### src/rtl/led_pattern_gen.sv
// Multi-channel LED driver: each channel is OFF, ON, BLINK (prescaled half-period)
// or 8-bit PWM, configured through a single-cycle write port; sync realigns all time bases.
module led_pattern_gen #(
  parameter int CHANNELS = 4,
  parameter int PRE_DIV  = 1024,
  localparam int CH_W    = (CHANNELS > 1) ? $clog2(CHANNELS) : 1
) (
  input  logic                clk,
  input  logic                resetn,
  input  logic                cfg_we,
  input  logic [CH_W-1:0]     cfg_chan,
  input  logic [1:0]          cfg_mode,
  input  logic [7:0]          cfg_period,
  input  logic [7:0]          cfg_duty,
  input  logic                sync,
  output logic [CHANNELS-1:0] LED
);

  localparam int PRE_W = (PRE_DIV > 1) ? $clog2(PRE_DIV) : 1;
  localparam logic [PRE_W-1:0] PRE_LAST = PRE_W'(PRE_DIV - 1);

  localparam logic [1:0] MODE_OFF   = 2'd0;
  localparam logic [1:0] MODE_ON    = 2'd1;
  localparam logic [1:0] MODE_BLINK = 2'd2;

  logic [PRE_W-1:0]    pre_cnt_q, pre_cnt_d;
  logic [7:0]          pwm_cnt_q, pwm_cnt_d;
  logic [1:0]          mode_q   [CHANNELS];
  logic [1:0]          mode_d   [CHANNELS];
  logic [7:0]          period_q [CHANNELS];
  logic [7:0]          period_d [CHANNELS];
  logic [7:0]          duty_q   [CHANNELS];
  logic [7:0]          duty_d   [CHANNELS];
  logic [7:0]          bcnt_q   [CHANNELS];
  logic [7:0]          bcnt_d   [CHANNELS];
  logic [CHANNELS-1:0] bstate_q, bstate_d;
  logic [CHANNELS-1:0] led_q, led_d;

  logic tick;
  logic chan_ok;

  assign tick    = (pre_cnt_q == PRE_LAST);
  assign chan_ok = (32'(cfg_chan) < CHANNELS);
  assign LED     = led_q;

  always_comb begin
    pre_cnt_d = (sync || tick) ? '0 : pre_cnt_q + PRE_W'(1);
    pwm_cnt_d = sync ? 8'd0 : pwm_cnt_q + 8'd1;
    led_d     = '0;
    bstate_d  = bstate_q;
    for (int i = 0; i < CHANNELS; i++) begin
      mode_d[i]   = mode_q[i];
      period_d[i] = period_q[i];
      duty_d[i]   = duty_q[i];
      bcnt_d[i]   = bcnt_q[i];

      // Output is built from the current registers, so a new config shows one edge later.
      unique case (mode_q[i])
        MODE_OFF:   led_d[i] = 1'b0;
        MODE_ON:    led_d[i] = 1'b1;
        MODE_BLINK: led_d[i] = bstate_q[i];
        default:    led_d[i] = (pwm_cnt_q < duty_q[i]);
      endcase

      // A write beats sync and tick for its own channel; sync beats tick.
      if (cfg_we && chan_ok && (cfg_chan == CH_W'(i))) begin
        mode_d[i]   = cfg_mode;
        period_d[i] = cfg_period;
        duty_d[i]   = cfg_duty;
        bcnt_d[i]   = 8'd0;
        bstate_d[i] = 1'b1;
      end else if (sync) begin
        bcnt_d[i]   = 8'd0;
        bstate_d[i] = 1'b1;
      end else if (tick) begin
        if (bcnt_q[i] == period_q[i]) begin
          bcnt_d[i]   = 8'd0;
          bstate_d[i] = ~bstate_q[i];
        end else begin
          bcnt_d[i]   = bcnt_q[i] + 8'd1;
        end
      end
    end
  end

  always_ff @(posedge clk or negedge resetn) begin
    if (!resetn) begin
      pre_cnt_q <= '0;
      pwm_cnt_q <= 8'd0;
      bstate_q  <= '0;
      led_q     <= '0;
      for (int i = 0; i < CHANNELS; i++) begin
        mode_q[i]   <= MODE_OFF;
        period_q[i] <= 8'd0;
        duty_q[i]   <= 8'd0;
        bcnt_q[i]   <= 8'd0;
      end
    end else begin
      pre_cnt_q <= pre_cnt_d;
      pwm_cnt_q <= pwm_cnt_d;
      bstate_q  <= bstate_d;
      led_q     <= led_d;
      for (int i = 0; i < CHANNELS; i++) begin
        mode_q[i]   <= mode_d[i];
        period_q[i] <= period_d[i];
        duty_q[i]   <= duty_d[i];
        bcnt_q[i]   <= bcnt_d[i];
      end
    end
  end

endmodule
### config.mk
export PLATFORM = sky130hd
export DESIGN_NAME = led_pattern_gen
export DESIGN_NICKNAME = d
export VERILOG_FILES = /design/src/rtl/led_pattern_gen.sv
export SDC_FILE = /design/constraint.sdc
export NUM_CORES = 1
export LEC_CHECK = 0
export BUFFER_PORTS_ARGS = -buffer_cell sky130_fd_sc_hd__buf_2
export CAP_MARGIN = 20
export CELL_PAD_IN_SITES_DETAIL_PLACEMENT = 2
export CELL_PAD_IN_SITES_GLOBAL_PLACEMENT = 2
export CORE_ASPECT_RATIO = 1.5
export CORE_MARGIN = 5
export CORE_UTILIZATION = 43
export CTS_BUF_LIST = sky130_fd_sc_hd__clkbuf_4
export DETAILED_ROUTE_END_ITERATION = 6
export GPL_TIMING_DRIVEN = 1
export PLACE_DENSITY = 0.91
export SYNTH_ARGS = -nofsm -noshare
export SYNTH_HDL_FRONTEND = slang
export SYNTH_SLANG_ARGS = --single-unit
### constraint.sdc
create_clock -name clk -period 2.49 [get_ports clk]
set_input_delay 0.249 -clock clk [delete_from_list [all_inputs] [get_ports clk]]
set_output_delay 0.249 -clock clk [all_outputs]
set_load 0.01 [all_outputs]
# Word level (Yosys, flattened, before mapping)
# Cells that the tools add are included.
[word_totals]
ff_bits = 130
inputBits = 24
output_inout_bits = 4
elab_cells = 113
[classes]
add_sub_neg = 6
order_cmp = 4
eq_ne = 16
muxes = 38
bitwise_logic = 4
reduce_logical = 22
[ops]
columns = ["cell", "n"]
rows = [
  ["8-bit two-way mux", 17],
  ["8-bit by 1-bit adder with 8-bit output (second input constant)", 5],
  ["8-bit == test", 4],
  ["8-bit less-than comparator", 4],
  ["3-bit nonzero test", 8],
  ["1-bit two-way mux", 16],
  ["2-bit == test (second input constant)", 6],
  ["1-bit one-hot mux with 3 select lines", 4],
  ["10-bit by 1-bit adder with 10-bit output (second input constant)", 1],
  ["10-bit == test (second input constant)", 1],
  ["2-bit by 1-bit == test with 1-bit output (second input constant)", 5],
  ["2-bit zero test", 5],
  ["10-bit two-way mux", 1],
  ["2-bit AND reduction", 4],
  ["1-bit logical AND", 4],
  ["1-bit inverter", 4],
  ["1-bit logical OR", 1],
]

# Longest topological paths before layout
# Gate-level depths: netlist (run 1).
[logic_depth]
word_depth = 5
mapped_depth = 7
depth_no_buf = 7

# Worst setup path after synthesis (run 1)
# OpenSTA, ideal clock, no wires.
[synth_timing]
kind = "reg-to-reg"
from = "register pre_cnt_q[0]"
to = "register bcnt_q[21] (netlist bit)"
setup_ns = 0.095
t_arrival_ns = 1.663
t_required_ns = 2.395
setup_slack_ns = 0.732
stages_incl_launch_ff = 8
n_path_buf = 1
period_less_slack_ns = 1.758
path_cell_list = "dfrtp_1 ha_1 and3_1 and4_2 clkbuf_8 nor2_1 a22oi_1 o31ai_1"
[synth_via]
elab_chain_len = 2
[synth_rtl]
columns = ["item", "line", "source"]
rows = [
  ["start, declared", "26", "logic [PRE_W-1:0] pre_cnt_q, pre_cnt_d;"],
  ["start signal, assigned", "99", "pre_cnt_q <= pre_cnt_d;"],
  ["10-bit == test", "42", "assign tick = (pre_cnt_q == PRE_LAST);"],
  ["3-bit nonzero test (no line)", "--", ""],
  ["end signal, assigned by index", "107", "bcnt_q[i] <= bcnt_d[i];"],
  ["end, declared", "34", "logic [7:0] bcnt_q [CHANNELS];"],
]
# Every way passes these cells.
# A chain may end at the register's enable or synchronous reset.

# Worst setup path in the final report (run 1)
[layout_timing]
from = "register bcnt_q[3] (netlist bit)"
to = "register bcnt_q[7] (netlist bit)"
[layout_via]
elab_chain_len = 5
elab_cells_between_ends = 6
cone_classes = "add/sub (1); eq/ne (1); mux (4)"
[layout_rtl]
columns = ["item", "line", "source"]
rows = [
  ["8-bit by 1-bit adder with 8-bit output or 8-bit == test (tied branches)", "80, 76", ""],
  ["8-bit two-way mux (*)", "76", "if (bcnt_q[i] == period_q[i]) begin"],
  ["8-bit two-way mux (*)", "75", "end else if (tick) begin"],
  ["8-bit two-way mux (*)", "72", "end else if (sync) begin"],
  ["8-bit two-way mux (*)", "66", "if (cfg_we && chan_ok && (cfg_chan == CH_W'(i))) begin"],
]
# Mark *: on every way between the ends. The rest lies on a longest branch, timed or not. The select of a mux whose other input is x is not followed.

==> results.sh, run 1 <==
export IMPL_power_density_nw_per_um2=663.0
export IMPL_seq_area_frac_synth_pct=48.26
export IMPL_relSlewSlack_pct=48.60
export IMPL_root_buffer="clkbuf_4"
export IMPL_finalClockSkew_ns=0.01755
export IMPL_post_cts_setup_buffers=0
export IMPL_rows=56
export IMPL_dieArea_um2=18330
export IMPL_postSynthCellCount=612
export IMPL_grt_usage_pct=25.04
export IMPL_synth_edff_count=0
export IMPL_hpwl_mm=14.93
export IMPL_hold_viol=0
export IMPL_worstSetupStartpointType="flip-flop"
export IMPL_drt_iter0_markers=219
export IMPL_layoutNonFillerInstCount=880
export IMPL_place_gp_congestion=0.7769
export IMPL_antenna_cells=0
export IMPL_first_global_vias=6320
export IMPL_place_inst=832
export IMPL_drv_slew=0
export IMPL_most_common_layout_cells="dfrtp_1 (130), mux2_2 (65), xor2_1 (41)"
export IMPL_synth_seq_cells=130
export IMPL_grt_pass1_wl_mm=35.23
export IMPL_crit_fanout=9
export IMPL_layout_commonest_cell="dfrtp_1"
export IMPL_hp_class="in2reg"
export IMPL_vias=5211
export IMPL_grtUsageMet3_pct=5.263
export IMPL_pin_count=28
export IMPL_drtAntennaViolNets=0
export IMPL_async_flop_share_pct=100.0
export IMPL_worstPathCellList="xor2_1, nor4_1, nand2_1, a32oi_1, o21ai_0"
export IMPL_start_util_pct=43.33
export IMPL_cts_resized=0
export IMPL_slowest_delay_ns=0.59
export IMPL_use_met1_pct=26.16
export IMPL_whs_ns=0.04514
export IMPL_clockBufferDepth=2
export IMPL_syn_nets=670
export IMPL_ys_flop_type="dfrtp_1"
export IMPL_met2_usage_pct=46.85
export IMPL_worstPathArrival_ns=2.70
export IMPL_ys_types=53
export IMPL_clock_latency_ns=0.57
export IMPL_vias_per_cell=5.922
export IMPL_period_share_pct=90.97
export IMPL_fp_dieH_um=163.3
export IMPL_portBuffers=27
export IMPL_cts_tree="yes"
export IMPL_clock_sinks=130
export IMPL_slowest_stage="nor4_1"
export IMPL_critPathKind="reg2reg"
export IMPL_syn_area_per_cell_um2=11.01
export IMPL_max_freq_ghz=0.4415
export IMPL_vdd_drop_max_v=0.0003480
export IMPL_dieWidth_um=112.2
export IMPL_syn_to_final_growth_pct=12.40
export IMPL_grt_most_used_layer="met2"
export IMPL_gr_total_overflow=0
export IMPL_maxCapViolCount=0
export IMPL_yosys_warnings=0
export IMPL_drive_gt1_share_pct=21.57
export IMPL_cts_hold_fix_buffers=16
export IMPL_setup_viol_count_final=0
export IMPL_endpoint_kind="flip-flop"
export IMPL_leakagePower_nw=3.528
export IMPL_synth_area_um2=6740
export IMPL_avgRoutedWirePerCell_um=24.84
export IMPL_num_fill_cells=1595
export IMPL_rsz0062_at_grt="no"
export IMPL_path_clk_slew_ns=0.11
export IMPL_outcome="finished, final reports clean"
export IMPL_finalPower_mw=5.023
export IMPL_cts_buffers=17
export IMPL_antenna_found_initial=0
export IMPL_grt_start_max_net_pins=48
export IMPL_drc=0
export IMPL_tightest_slew_ns=0.7682
export IMPL_setup_tns_ns=0
export IMPL_core_um2=15550
export IMPL_layout_area_seq_um2=3253
export IMPL_cp_required_ns=2.92
export IMPL_drt_pass1_iterations=4
export IMPL_final_min_clock_period_ns=2.265
export IMPL_multi_input_area_um2=3257
export IMPL_drt_wl_total_mm=21.86
export IMPL_nets=722
export IMPL_cts_max_level=4
[kinds of logic (layout without fill, tap and decap cells)]
group | Yosys count | after routing | synth area share [%]
buffers and inverters | 51 | 116 | 3.490
and+or+nand+nor | 185 | 185 | 14.96
xor gates and xnor gates | 47 | 47 | 6.107
adders and majority gates | 34 | 34 | 6.312
DFF | 130 | 130 | 48.26
muxes | 68 | 68 | 11.30
AOI/OAI and AO/OA | 97 | 97 | 9.560
[worst paths after layout]
path / cells past startpoint / end / slack (ns) / from
worst max-delay path: 5 / bcnt_q[7] / 0.22 / bcnt_q[3]
worst max register to register: 5 / bcnt_q[7] / 0.22 / bcnt_q[3]
worst min-delay path: 2 / period_q[2] / 0.05 / cfg_period[2]
min in group asynchronous: 2 / duty_q[18] / 0.20 / resetn
max in group asynchronous: 3 / bcnt_q[6] / 1.54 / resetn
worst min register to register: 1 / duty_q[21] / 0.52 / duty_q[21]
[worst max-delay path, delay by kind of cell (launching register included)]
family / cells / cell delay (ns)
xor gates and xnor gates: 1 / 0.22
DFF: 1 / 0.48
and+or+nand+nor: 2 / 0.99
AOI/OAI and AO/OA: 2 / 0.44
[synth_stat cells, drive strengths merged (6+ instances only)]
cell	count	area share, %
a21o	10	1.1
a21oi	13	0.97
a22oi	8	0.89
and3	20	1.9
buf	10	0.91
clkbuf	9	0.80
dfrtp	130	48
ha	34	6.3
inv	32	1.8
mux2	65	11
nand2	37	2.1
nand2b	9	0.84
nand3	34	2.7
nand3b	7	0.78
nand4	7	0.65
nor2	24	1.3
nor2b	7	0.65
nor3	13	1.0
nor4	8	0.93
o21ai	29	2.2
o31ai	8	0.89
xnor2	6	0.78
xor2	41	5.3
[final cells by class]
type / count / area share, %
multi-input cells: 431 / 42.99
flip-flops and latches: 130 / 42.94
repair buffers: 52 / 4.988
well taps: 203 / 3.353
clock inverters: 12 / 2.163
clock buffers: 20 / 1.982
inverters: 32 / 1.585
[registers in the layout (all words and copies together), names as in the netlist]
| signal | count |
|---|---|
| LED | 4 |
| pre_cnt_q | 10 |
| bcnt_q | 32 |
| duty_q | 32 |
| bstate_q | 4 |
| pwm_cnt_q | 8 |
| mode_q | 8 |
| period_q | 32 |
[per-stage QoR]
stage | util, % | area [um^2] | setup slack [ns]
after global placement | 45.66 | 7102 | 0.5038
after detailed placement | 45.66 | 7102 | 0.2005
final | 48.71 | 7576 | 0.2249
after global routing | 48.71 | 7576 | 0.1081
after floorplan | - | 6740 | 0.7320
after CTS | 48.71 | 7576 | 0.1930
[power breakdown]
part	switching [mW]	leakage (nW)	internal (mW)
Clock	0.806	0.170	0.817
Sequential	0.184	1.62	2.35
Combinational	0.461	1.73	0.402
[routing by layer]
layer	wire [um]	share of wire, %
met1	8016	37
met2	12080	55
met3	793	3.6
met4	964	4.4
met5	0	0
No activity file was read; power rests on OpenSTA's default activity.
==> run 2, diff against run 1 <==
HOLD_SLACK_MARGIN = 0.1   (was not set)
==> run 2 against run 1 <==
Flip-flop and latch count did not move. Die area did not move. Combinational power is 1% higher. Fmax decreased by 2.2%. Global-route usage grew 1.1 points. Critical path depth is the same. Highest routed layer unchanged. Non-clock buffer count grew 3. First-iteration DRC count fell by 10%. Sequential share of layout area decreased by 0.20 points. Clock power increased by 2%.
==> results.sh, run 2 (synthesis gave the netlist of run 1 again) <==
export IMPL_layout_commonest_cell="dfrtp_1"
export IMPL_maxCapViolCount=0
export IMPL_path_clk_slew_ns=0.13
export IMPL_nets=725
export IMPL_clock_latency_ns=0.58
export IMPL_syn_to_final_growth_pct=12.94
export IMPL_vdd_drop_max_v=0.0004112
export IMPL_rows=56
export IMPL_dieWidth_um=112.2
export IMPL_worstPathArrival_ns=2.75
export IMPL_layoutNonFillerInstCount=883
export IMPL_clockBufferDepth=2
export IMPL_drc=0
export IMPL_clock_sinks=130
export IMPL_largest_registers="bcnt_q (32), duty_q (32), period_q (32)"
export IMPL_place_gp_congestion=0.7769
export IMPL_rsz0062_at_grt="no"
export IMPL_drt_pass1_iterations=4
export IMPL_dieArea_um2=18330
export IMPL_drt_iter0_markers=197
export IMPL_vias=5320
export IMPL_power_density_nw_per_um2=665.8
export IMPL_pin_count=28
export IMPL_crit_fanout=10
export IMPL_setup_tns_ns=0
export IMPL_antenna_cells=0
export IMPL_core_um2=15550
export IMPL_place_inst=832
export IMPL_critPathKind="reg2reg"
export IMPL_cts_tree="yes"
export IMPL_fp_dieH_um=163.3
export IMPL_cts_buffers=17
export IMPL_drtAntennaViolNets=0
export IMPL_vias_per_cell=6.025
export IMPL_drive_gt1_share_pct=21.47
export IMPL_post_cts_setup_buffers=0
export IMPL_relSlewSlack_pct=50.02
export IMPL_leakagePower_nw=3.542
export IMPL_worstSetupStartpointType="flip-flop"
export IMPL_first_global_vias=6439
export IMPL_drv_slew=0
export IMPL_max_freq_ghz=0.4318
export IMPL_outcome="finished, final reports clean"
export IMPL_antenna_found_initial=0
export IMPL_cts_max_level=4
export IMPL_final_min_clock_period_ns=2.316
export IMPL_grt_pass1_wl_mm=36.71
export IMPL_start_util_pct=43.33
export IMPL_drt_wl_total_mm=22.72
export IMPL_hold_viol=0
export IMPL_hpwl_mm=14.93
export IMPL_most_common_layout_cells="dfrtp_1 (130), mux2_2 (65), xor2_1 (41)"
export IMPL_endpoint_kind="flip-flop"
export IMPL_cp_required_ns=2.93
export IMPL_portBuffers=27
export IMPL_grt_usage_pct=26.12
export IMPL_tightest_slew_ns=0.7469
export IMPL_grt_start_max_net_pins=48
export IMPL_hp_class="in2reg"
export IMPL_root_buffer="clkbuf_4"
export IMPL_gr_total_overflow=0
export IMPL_setup_viol_count_final=0
export IMPL_period_share_pct=93.00
export IMPL_finalClockSkew_ns=0.02688
export IMPL_avgRoutedWirePerCell_um=25.73
==> run 2: changes by cell type in the layout (fill, tap and decap cells not counted), sizes merged <==
cell / delta
dlygate4sd3: +3
==> run 2: repair_timing <==
| item | in CTS | in global routing |
|---|---|---|
| gates resized for setup | 0 | 1 |
| hold buffers | 19 | 0 |
| setup endpoints to repair | 0 | 1 |
| endpoints found under the hold margin | 152 | 0 |
==> run 2: layout make-up <==
type / instances / area (um^2)
sequential: 130 / 3253
timing repair buffer: 55 / 407.9
inverter: 32 / 120.1
fill: 1565 / 7943
clock inverter: 12 / 163.9
multi-input combinational: 431 / 3263
clock buffer: 20 / 150.1
tap: 203 / 254.0
==> run 2: final timing paths <==
path	start	to	slack (ns)	cells after the start
min	cfg_we	bstate_q[3]	0.14	3
max	pre_cnt_q[0]	bcnt_q[29]	0.17	5
min reg2reg	duty_q[21]	duty_q[21]	0.52	1
max reg2reg	pre_cnt_q[0]	bcnt_q[29]	0.17	5
max in group asynchronous	resetn	bcnt_q[6]	1.54	3
min in group asynchronous	resetn	duty_q[18]	0.19	2
==> run 2: where the power goes <==
part	switching, mW	leakage, nW	internal, mW
registers	0.187	1.62	2.35
logic	0.465	1.75	0.406
clock network	0.840	0.170	0.817
==> run 2: layer usage <==
layer	up-vias	wire, um	GRT usage, %
li1	2310	-	-
met1	2778	8388	27.67
met2	146	12410	48.45
met3	86	773	5.115
met4	0	1143	13.67
met5	-	0	0
==> run 2: worst max-delay path, cell delays in order, from the launching register on <==
cell and delay [ns]:
dfrtp_1 0.44, ha_1 0.22, and3_1 0.28, and4_2 0.48, nand3_2 0.27, o31ai_1 0.50
==> run 2: stage by stage <==
step	power, mW	setup WS (ns)	util (%)	instance area (um^2)	hold WS, ns
final	5.068	0.1743	48.94	7612	0.1361
after global routing	5.298	0.06270	48.94	7612	0.1324
after CTS	5.068	0.1930	48.90	7606	0.1184
after detailed placement	3.389	0.2005	45.66	7102	0.2630
after global placement	3.257	0.5038	45.66	7102	0.2548
after floorplan	3.038	0.7320	-	6740	-0.04659
